File: src/rtl/spi_sensor_reader_if.sv
// Bus bundle for spi_sensor_reader: the SPI pins toward the sensor and the
// valid/ready result stream toward downstream logic.
interface spi_sensor_reader_if #(
  parameter int DATA_W = 8
) ();
  logic              ss_n;
  logic              sclk;
  logic              miso;
  logic [DATA_W-1:0] data_out;
  logic              data_valid;
  logic              data_ready;
  logic              overrun;
  logic              frame_err;

  modport master (
    output ss_n, sclk, data_out, data_valid, overrun, frame_err,
    input  miso, data_ready
  );

  modport slave (
    input  ss_n, sclk, data_out, data_valid, overrun, frame_err,
    output miso, data_ready
  );
endinterface

File: src/rtl/spi_sensor_reader.sv
// SPI master reading fixed-length frames from a read-only sensor/ADC and
// delivering one field per frame. Optional upper-bit check: SPI_FRAME_CHECK_EN.
module spi_sensor_reader #(
  parameter int CLK_DIV    = 4,
  parameter int FRAME_BITS = 16,
  parameter int DATA_MSB   = 11,
  parameter int DATA_LSB   = 4,
  parameter int CS_SETUP   = 2,
  parameter int CS_IDLE    = 4
) (
  input  logic clk,
  input  logic rstn,
  input  logic start,
  output logic busy,
  spi_sensor_reader_if.master bus
);

  localparam int T_MAX0 = (CLK_DIV > CS_SETUP) ? CLK_DIV : CS_SETUP;
  localparam int T_MAX  = (T_MAX0 > CS_IDLE) ? T_MAX0 : CS_IDLE;
  localparam int TW     = $clog2(T_MAX + 1);
  localparam int BW     = $clog2(FRAME_BITS + 1);

  localparam logic [TW-1:0] DIV_LAST   = TW'(CLK_DIV - 1);
  localparam logic [TW-1:0] SETUP_LAST = TW'(CS_SETUP - 1);
  localparam logic [TW-1:0] IDLE_LAST  = TW'(CS_IDLE - 1);
  localparam logic [BW-1:0] BITS_ALL   = BW'(FRAME_BITS);

  if (CLK_DIV < 1 || FRAME_BITS < 2 || FRAME_BITS > 32 || DATA_LSB < 0 ||
      DATA_MSB >= FRAME_BITS || DATA_LSB > DATA_MSB ||
      CS_SETUP < 1 || CS_IDLE < 1) begin : g_param_err
    $error("spi_sensor_reader: illegal parameter combination");
  end

  typedef enum logic [1:0] {S_IDLE, S_SETUP, S_SHIFT, S_HOLD} state_t;

  state_t                    state, state_next;
  logic [TW-1:0]             timer;
  logic [BW-1:0]             bit_cnt;
  logic [FRAME_BITS-1:0]     shreg;
  logic                      sclk_q;
  logic                      ss_n_c;
  logic                      half_done;
  logic                      frame_done;
  logic [DATA_MSB-DATA_LSB:0] data_q;
  logic                      valid_q;
  logic                      overrun_q;

  assign half_done  = (timer == DIV_LAST);
  // The frame ends one full high half-period after the last sampling edge.
  assign frame_done = (state == S_SHIFT) && half_done && sclk_q && (bit_cnt == BITS_ALL);

  // NOTE: sequential state uses non-blocking assignments so every register
  // sees the pre-edge values of the others, whatever the block order.
  always_ff @(posedge clk) begin
    if (!rstn) state <= S_IDLE;
    else       state <= state_next;
  end

  // NOTE: default first so no path through the case leaves state_next
  // unassigned, which would infer a latch.
  always_comb begin
    state_next = state;
    unique case (state)
      S_IDLE:  if (start) state_next = S_SETUP;
      S_SETUP: if (timer == SETUP_LAST) state_next = S_SHIFT;
      S_SHIFT: if (frame_done) state_next = S_HOLD;
      S_HOLD:  if (timer == IDLE_LAST) state_next = S_IDLE;
      default: state_next = S_IDLE;
    endcase
  end

  always_comb begin
    busy   = (state != S_IDLE);
    ss_n_c = (state == S_IDLE) || (state == S_HOLD);
  end

  always_ff @(posedge clk) begin
    if (!rstn) begin
      timer   <= '0;
      bit_cnt <= '0;
      shreg   <= '0;
      sclk_q  <= 1'b1;
    end else begin
      unique case (state)
        S_IDLE: begin
          timer   <= '0;
          bit_cnt <= '0;
          sclk_q  <= 1'b1;
        end
        S_SETUP: begin
          if (timer == SETUP_LAST) begin
            timer  <= '0;
            sclk_q <= 1'b0;
          end else begin
            timer <= timer + 1'b1;
          end
        end
        S_SHIFT: begin
          if (half_done) begin
            timer <= '0;
            if (!sclk_q) begin
              // Rising sclk: the sensor has held this bit since the fall.
              sclk_q  <= 1'b1;
              shreg   <= (shreg << 1) | {{(FRAME_BITS-1){1'b0}}, bus.miso};
              bit_cnt <= bit_cnt + 1'b1;
            end else if (bit_cnt != BITS_ALL) begin
              sclk_q <= 1'b0;
            end
          end else begin
            timer <= timer + 1'b1;
          end
        end
        S_HOLD: begin
          if (timer == IDLE_LAST) timer <= '0;
          else                    timer <= timer + 1'b1;
        end
        default: timer <= '0;
      endcase
    end
  end

  // A new result always wins over a same-edge transfer; it counts as an
  // overrun only when the held result was not being consumed.
  always_ff @(posedge clk) begin
    if (!rstn) begin
      data_q    <= '0;
      valid_q   <= 1'b0;
      overrun_q <= 1'b0;
    end else begin
      overrun_q <= 1'b0;
      if (frame_done) begin
        data_q    <= shreg[DATA_MSB:DATA_LSB];
        valid_q   <= 1'b1;
        overrun_q <= valid_q && !bus.data_ready;
      end else if (valid_q && bus.data_ready) begin
        valid_q <= 1'b0;
      end
    end
  end

`ifdef SPI_FRAME_CHECK_EN
  logic upper_set;
  logic err_q;

  if (DATA_MSB < FRAME_BITS - 1) begin : g_chk
    assign upper_set = |shreg[FRAME_BITS-1:DATA_MSB+1];
  end else begin : g_no_chk
    assign upper_set = 1'b0;
  end

  always_ff @(posedge clk) begin
    if (!rstn)           err_q <= 1'b0;
    else if (frame_done) err_q <= upper_set;
  end

  assign bus.frame_err = err_q;
`else
  assign bus.frame_err = 1'b0;
`endif

  assign bus.ss_n       = ss_n_c;
  assign bus.sclk       = sclk_q;
  assign bus.data_out   = data_q;
  assign bus.data_valid = valid_q;
  assign bus.overrun    = overrun_q;

endmodule

File: src/flat_wrapper.sv
// flat-port wrapper written by rule: the top's interface ports become plain ports
module spi_sensor_reader_flat 
#(
  parameter int CLK_DIV    = 4,
  parameter int FRAME_BITS = 16,
  parameter int DATA_MSB   = 11,
  parameter int DATA_LSB   = 4,
  parameter int CS_SETUP   = 2,
  parameter int CS_IDLE    = 4
)
  (clk, rstn, start, busy, bus_ss_n, bus_sclk, bus_data_out, bus_data_valid, bus_overrun, bus_frame_err, bus_miso, bus_data_ready);
  spi_sensor_reader_if #(.DATA_W(8)) bus_i ();
  input  logic clk;
  input  logic rstn;
  input  logic start;
  output logic busy;
  output wire logic [$bits(bus_i.ss_n)-1:0] bus_ss_n;
  output wire logic [$bits(bus_i.sclk)-1:0] bus_sclk;
  output wire logic [$bits(bus_i.data_out)-1:0] bus_data_out;
  output wire logic [$bits(bus_i.data_valid)-1:0] bus_data_valid;
  output wire logic [$bits(bus_i.overrun)-1:0] bus_overrun;
  output wire logic [$bits(bus_i.frame_err)-1:0] bus_frame_err;
  input wire logic [$bits(bus_i.miso)-1:0] bus_miso;
  input wire logic [$bits(bus_i.data_ready)-1:0] bus_data_ready;
  assign bus_ss_n = bus_i.ss_n;
  assign bus_sclk = bus_i.sclk;
  assign bus_data_out = bus_i.data_out;
  assign bus_data_valid = bus_i.data_valid;
  assign bus_overrun = bus_i.overrun;
  assign bus_frame_err = bus_i.frame_err;
  assign bus_i.miso = bus_miso;
  assign bus_i.data_ready = bus_data_ready;
  spi_sensor_reader #(.CLK_DIV(CLK_DIV), .FRAME_BITS(FRAME_BITS), .DATA_MSB(DATA_MSB), .DATA_LSB(DATA_LSB), .CS_SETUP(CS_SETUP), .CS_IDLE(CS_IDLE)) u_core (.clk(clk), .rstn(rstn), .start(start), .busy(busy), .bus(bus_i));
endmodule
File: config.mk
export PLATFORM = sky130hd
export DESIGN_NAME = spi_sensor_reader_flat
export DESIGN_NICKNAME = d
export VERILOG_FILES = /design/src/rtl/spi_sensor_reader_if.sv /design/src/rtl/spi_sensor_reader.sv /design/src/flat_wrapper.sv
export SDC_FILE = /design/constraint.sdc
export NUM_CORES = 1
export LEC_CHECK = 0
export BUFFER_PORTS_ARGS = -buffer_cell sky130_fd_sc_hd__buf_2
export CORE_MARGIN = 2
export CORE_UTILIZATION = 56
export CTS_CLUSTER_SIZE = 20
export DETAILED_ROUTE_END_ITERATION = 8
export HOLD_SLACK_MARGIN = 0.1
export PLACE_DENSITY_LB_ADDON = 0.2
export SYNTH_ARGS = -nofsm -noshare
export SYNTH_HDL_FRONTEND = slang
export SYNTH_SLANG_ARGS = --single-unit
File: constraint.sdc
create_clock -name clk -period 1.8 [get_ports clk]
set_input_delay 0.36 -clock clk [delete_from_list [all_inputs] [get_ports clk]]
set_output_delay 0.36 -clock clk [all_outputs]
set_load 0.1 [all_outputs]
* Word-level counts from Yosys, hierarchy flattened *
Cells that the tools add are included.

word-level totals
  RAM bits = 0
  bits in read-only memories = 0
  bits in latches = 0
  memories = 0
  word-level logic and storage cells = 61
  flip-flop bits (word level) = 33
  output and inout bits = 14
  input port bits = 5

cells by class
  bitwise gates (word level) = 2
  $lt $le $gt $ge = 0
  multipliers = 0
  add/sub/neg operators = 2
  div/mod/pow operators = 0
  mux-type cells = 18
  reductions and logical operators = 18
  equal/unequal tests = 13
  shifts and indexed selects = 0

operators by type and width
  kind                                                   number
  bitwise OR 12 x 1 -> 12 bit                            1
  2-to-1 mux 5 bit                                       2
  one-hot mux 5 bit (2 select lines)                     1
  one-hot mux 3 bit (3 select lines)                     1
  AND reduction 3 bit                                    3
  2-to-1 mux 2 bit                                       4
  inequality test 2 x 1 -> 1 bit, second input constant  4
  one-hot mux 2 bit (4 select lines)                     1
  2-to-1 mux 1 bit                                       6
  2-to-1 mux 3 bit                                       2
  nonzero test 2 bit                                     3
  adder 5 x 1 -> 5 bit, second input constant            1
  == test 5 bit, second input constant                   1
  logical AND 1 bit                                      5
  inequality test 5 bit, second input constant           1
  == test 2 bit, second input constant                   2
  inequality test 2 bit, second input constant           2
  AND reduction 4 bit                                    1
  adder 3 x 1 -> 3 bit, second input constant            1
  == test 3 x 1 -> 1 bit, second input constant          1
  == test 3 x 2 -> 1 bit, second input constant          1
  one-hot mux 1 bit (3 select lines)                     1
  nonzero test 3 bit                                     1
  == test 2 x 1 -> 1 bit, second input constant          1
  other kinds (6)                                        6

* Depth between registers and ports, before layout *
  depth after elaboration = 6
  mapped depth = 7

* Worst setup path before layout *
No wires, ideal clock.

  path type = register -> register
  from = register u_core.state[0]
  to = register u_core.state[1]
  cell stages (with the launch flop) = 7
  setup time = 0.072 ns
  clock period less this slack = 2.000 ns
  setup slack = -0.200 ns
  arrival = 1.929 ns
  path buffers = 0
  data required time = 1.728 ns
  cells stage by stage = dfxtp_1 -> inv_1 -> ha_1 -> inv_1 -> o221ai_1 -> a21oi_1 -> mux2i_1

between the ends
  longest elaborated chain between the ends = 6
  elaborated cells between the ends (all ways) = 13
  those cells by class = eq/ne: 7; mux: 1; reduce/logical: 5

ends and longest elaborated chain
  element                                   RTL line                                          text
  start, declared                           spi_sensor_reader.sv:36                           state_t state, state_next;
  start signal, assigned                    spi_sensor_reader.sv:56                           else state <= state_next;
  == test 2 bit                             spi_sensor_reader.sv:50, spi_sensor_reader.sv:63
  logical AND 1 bit (3 in series)           spi_sensor_reader.sv:50                           assign frame_done = (state == S_SHIFT) && half_done && sclk_q && (bit_cnt == BITS_ALL);
  inequality test 2 x 1 -> 1 bit (no line)  -
  AND reduction 4 bit (no line)             -

Parallel ways exist; a longest one is shown, timed or not.
A chain may end at the register's enable or synchronous reset.

* Worst setup path in the final report *
  from = register u_core.state[0]
  to = output busy

between the ends
  longest elaborated chain between the ends = 1

ends and longest elaborated chain
  element             RTL line                 text
  nonzero test 2 bit  spi_sensor_reader.sv:73  busy = (state != S_IDLE);
  end, declared       flat_wrapper.sv:16       output logic busy;

No other way between the ends.

==> impl_metrics.tcl <==
set metrics [dict create \
    status "completed" \
    core_um2 2480 \
    clock_sinks 33 \
    nets 207 \
    period_share 0.955 \
    vias_per_cell 5.25 \
    fp.dieArea_um2 3060 \
    grt_pass1_wl_um 4440 \
    htreeDepth 2 \
    maxCapViolations 0 \
    regToRegSetupSlack_ps 100 \
    nFillCells 208 \
    crit_fanout 5 \
    drt_iter0_drc 47 \
    required_ps 1440 \
    worstSetupStartpoint "u_core.state[0]" \
    clkTransAtPathRegs_ps 100 \
    crit_chain "inv_1, ha_1, clkinvlp_4, buf_12" \
    syn-cell-area_um2 1470 \
    cp_top_family "buffers and inverters" \
    grt_use_total 0.181 \
    synth_compound_area_frac 0.121 \
    synth_top_family_by_area "simple AND/OR/NAND/NOR gates" \
    holdCritPathClass "input port to flop" \
    overflow 0 \
    synth_xor_area_frac 0.0119 \
    path_class "flop to output pin" \
    critPathLaunchType "flop" \
    setup_violations 0 \
    ys_types 33 \
    pre_cts_ws_ps 90.3 \
    multi_input_area_um2 739 \
    die_h_um 55.3 \
    rows 18 \
    postCtsSetupBuffers 0 \
    synth_adder_area_share 0.102 \
    synthMuxAreaShare 0.0611 \
    drt_drc_violations_left 0 \
    grt_max_degree 25 \
    synthSimpleGateAreaFrac 0.198 \
    critical_path_depth 4 \
    layout_common_cells "dfxtp_1 (30), nand2_1 (27), a21oi_1 (17), nor2_1 (17), buf_2 (15)" \
    final_core_util 0.689 \
    synth_fp_nets 184 \
    regArea_um2 669 \
    ys_ff_latch 33 \
    cts_tree "done" \
    grt.busiest_layer "met2" \
    fmax_mhz 582 \
    clk_latency_ps 310 \
    cts_root_buf "clkbuf_4" \
    setup_tns_ps 0 \
    cp-end-kind "output pin" \
    worst_slack_ps 81.8 \
    critPathBufInv 3 \
    antenna_found_initial 0 \
    place.gp.congestion 0.783 \
    dr.pass1.iters 4 \
    power_density_nw_per_um2 1300 \
    use_met2 0.289 \
    fin_worst_skew_ps 5.93 \
    layout_commonest_cell "dfxtp_1" \
    r2r_start "u_core.timer[0]" \
    fin_crit_ps 1720 \
    ioPinCount 19 \
    clockBufferDepth 2 \
    syn_avg_cell_area_um2 8.83 \
    wirelength_um 2620 \
    yosysWarnings 0 \
    drtAntennaViolNets 0 \
    antenna_cells_inserted 0 \
    crit_path_end "busy" \
    timing.hold.ws_ps 306 \
    syn_inst 167 \
    worstPathArrival_ps 1360 \
    worstReg2RegEnd "u_core.bit_cnt[3]" \
    hpwl_um 1920 \
    drive_above_1_share 0.209 \
    grt_pass1_vias 1042 \
    area.growth.synth_to_final_pct 15.8 \
    initial_utilization 0.595 \
    die_width_um 55.3 \
    cp_slowest_cell "dfxtp_4" \
    grt_util_met1 0.237 \
    slowest_delay_ps 370 \
    cts-buffers-inserted 5 \
    final-hold-violation-count 0 \
    p_leak_nw 0.743 \
    ys_seq_area_frac 0.448 \
    post_drt_wl_per_cell_um 11.9 \
    rsz0062_at_grt "true" \
    grt_use_met3 0.0445 \
    ir_worst_vdd_mv 1.73 \
    io_buffers 17 \
    ff2ff_path_depth 6 \
    drv_slew 0 \
    vias 1161 \
]
==> stage by stage <==
step / instance area (um^2) / instances / total power [mW]
CTS: 1700 / 221 / 2.22
finish: 1710 / 221 / 2.21
global route: 1710 / 221 / 2.35
global placement: 1650 / 213 / 1.82
floorplan: 1490 / 167 / 1.56
detailed placement: 1650 / 213 / 1.83
==> worst min path at each step <==
stage                               start              end  slack (ps)  cells after the start
after detailed placement  u_core.shreg[3]  u_core.shreg[4]         450                      2
after global placement    u_core.timer[0]  u_core.timer[0]         430                      1
final                            bus_miso  u_core.shreg[0]         310                      3
after CTS                        bus_miso  u_core.shreg[0]         290                      3
after global routing             bus_miso  u_core.shreg[0]         270                      3
after floorplan           u_core.timer[0]  u_core.timer[0]         420                      1
==> worst min-delay path: stages <==
cell	delay, ps
buf_2	90
nand2_1	60
a21oi_1	60
==> report_power, final <==
group          internal, mW  leakage (nW)  switching, mW
clock network         0.149        0.0320          0.230
registers             0.782         0.267         0.0510
logic                 0.337         0.444          0.665
total                  1.27         0.743          0.946
==> flip-flops by register name (all words and copies together) (netlist names) <==
register and flops:
u_core.shreg 12, u_core.bus.data_out 8, u_core.bit_cnt 5, u_core.timer 3
u_core.state 2, u_core.bus.data_valid 1, u_core.bus.overrun 1, u_core.bus.sclk 1
==> cell usage after synthesis (all sizes together) <==
| library cell | n | area share |
|---|---|---|
| dfxtp | 33 | 0.45 |
| nand2 | 27 | 0.069 |
| nor2 | 18 | 0.048 |
| a21oi | 17 | 0.058 |
| ha | 12 | 0.10 |
| inv | 12 | 0.031 |
| mux2i | 9 | 0.061 |
| o21ai | 6 | 0.020 |
| buf | 4 | 0.017 |
| clkbuf | 3 | 0.0076 |
| and3 | 2 | 0.0085 |
| nand2b | 2 | 0.0085 |
| nor2b | 2 | 0.0085 |
| o21a | 2 | 0.010 |
| xor2 | 2 | 0.012 |
| a211o | 1 | 0.0059 |
| a22oi | 1 | 0.0051 |
| and2b | 1 | 0.0051 |
| and3b | 1 | 0.0059 |
| and4 | 1 | 0.0059 |
| and4bb | 1 | 0.0085 |
| conb | 1 | 0.0025 |
| nand3 | 1 | 0.0034 |
| nand3b | 1 | 0.0051 |
| nand4 | 1 | 0.014 |
| nor3 | 1 | 0.0034 |
| o2111ai | 1 | 0.0059 |
| o221ai | 1 | 0.0059 |
| o22ai | 1 | 0.0042 |
| o31a | 1 | 0.0059 |
| or3 | 1 | 0.0042 |
==> repair_timing <==
| action | CTS | global route |
|---|---|---|
| hold buffers | 0 | 0 |
| endpoints found under the setup margin | 1 | 3 |
| gates resized for setup | 1 | 5 |
| cloned | 0 | 0 |
| pin swaps | 0 | 0 |
==> layout make-up <==
type / count / share of cell area
clock buffer: 6 / 0.0242
clock inverter: 2 / 0.00587
inverter: 12 / 0.0286
multi-input combinational: 115 / 0.433
sequential: 33 / 0.392
tap: 30 / 0.0220
timing repair buffer: 23 / 0.0938
==> logic make-up (layout without fill, tap and decap cells) <==
family | after synthesis | count (layout)
and+or+nand+nor | 60 | 60
DFF | 33 | 33
AOI/OAI and AO/OA | 31 | 31
buffers and inverters | 19 | 43
adders and majority gates | 12 | 12
muxes | 9 | 9
xor gates and xnor gates | 2 | 2
other | 1 | 1
==> per-layer routing <==
layer,up-vias,share of wire
met1,527,0.49
met5,-,0
met3,2,0.040
met2,29,0.46
met4,0,0.0053
li1,603,-
Power figures use the tool's default switching activity.
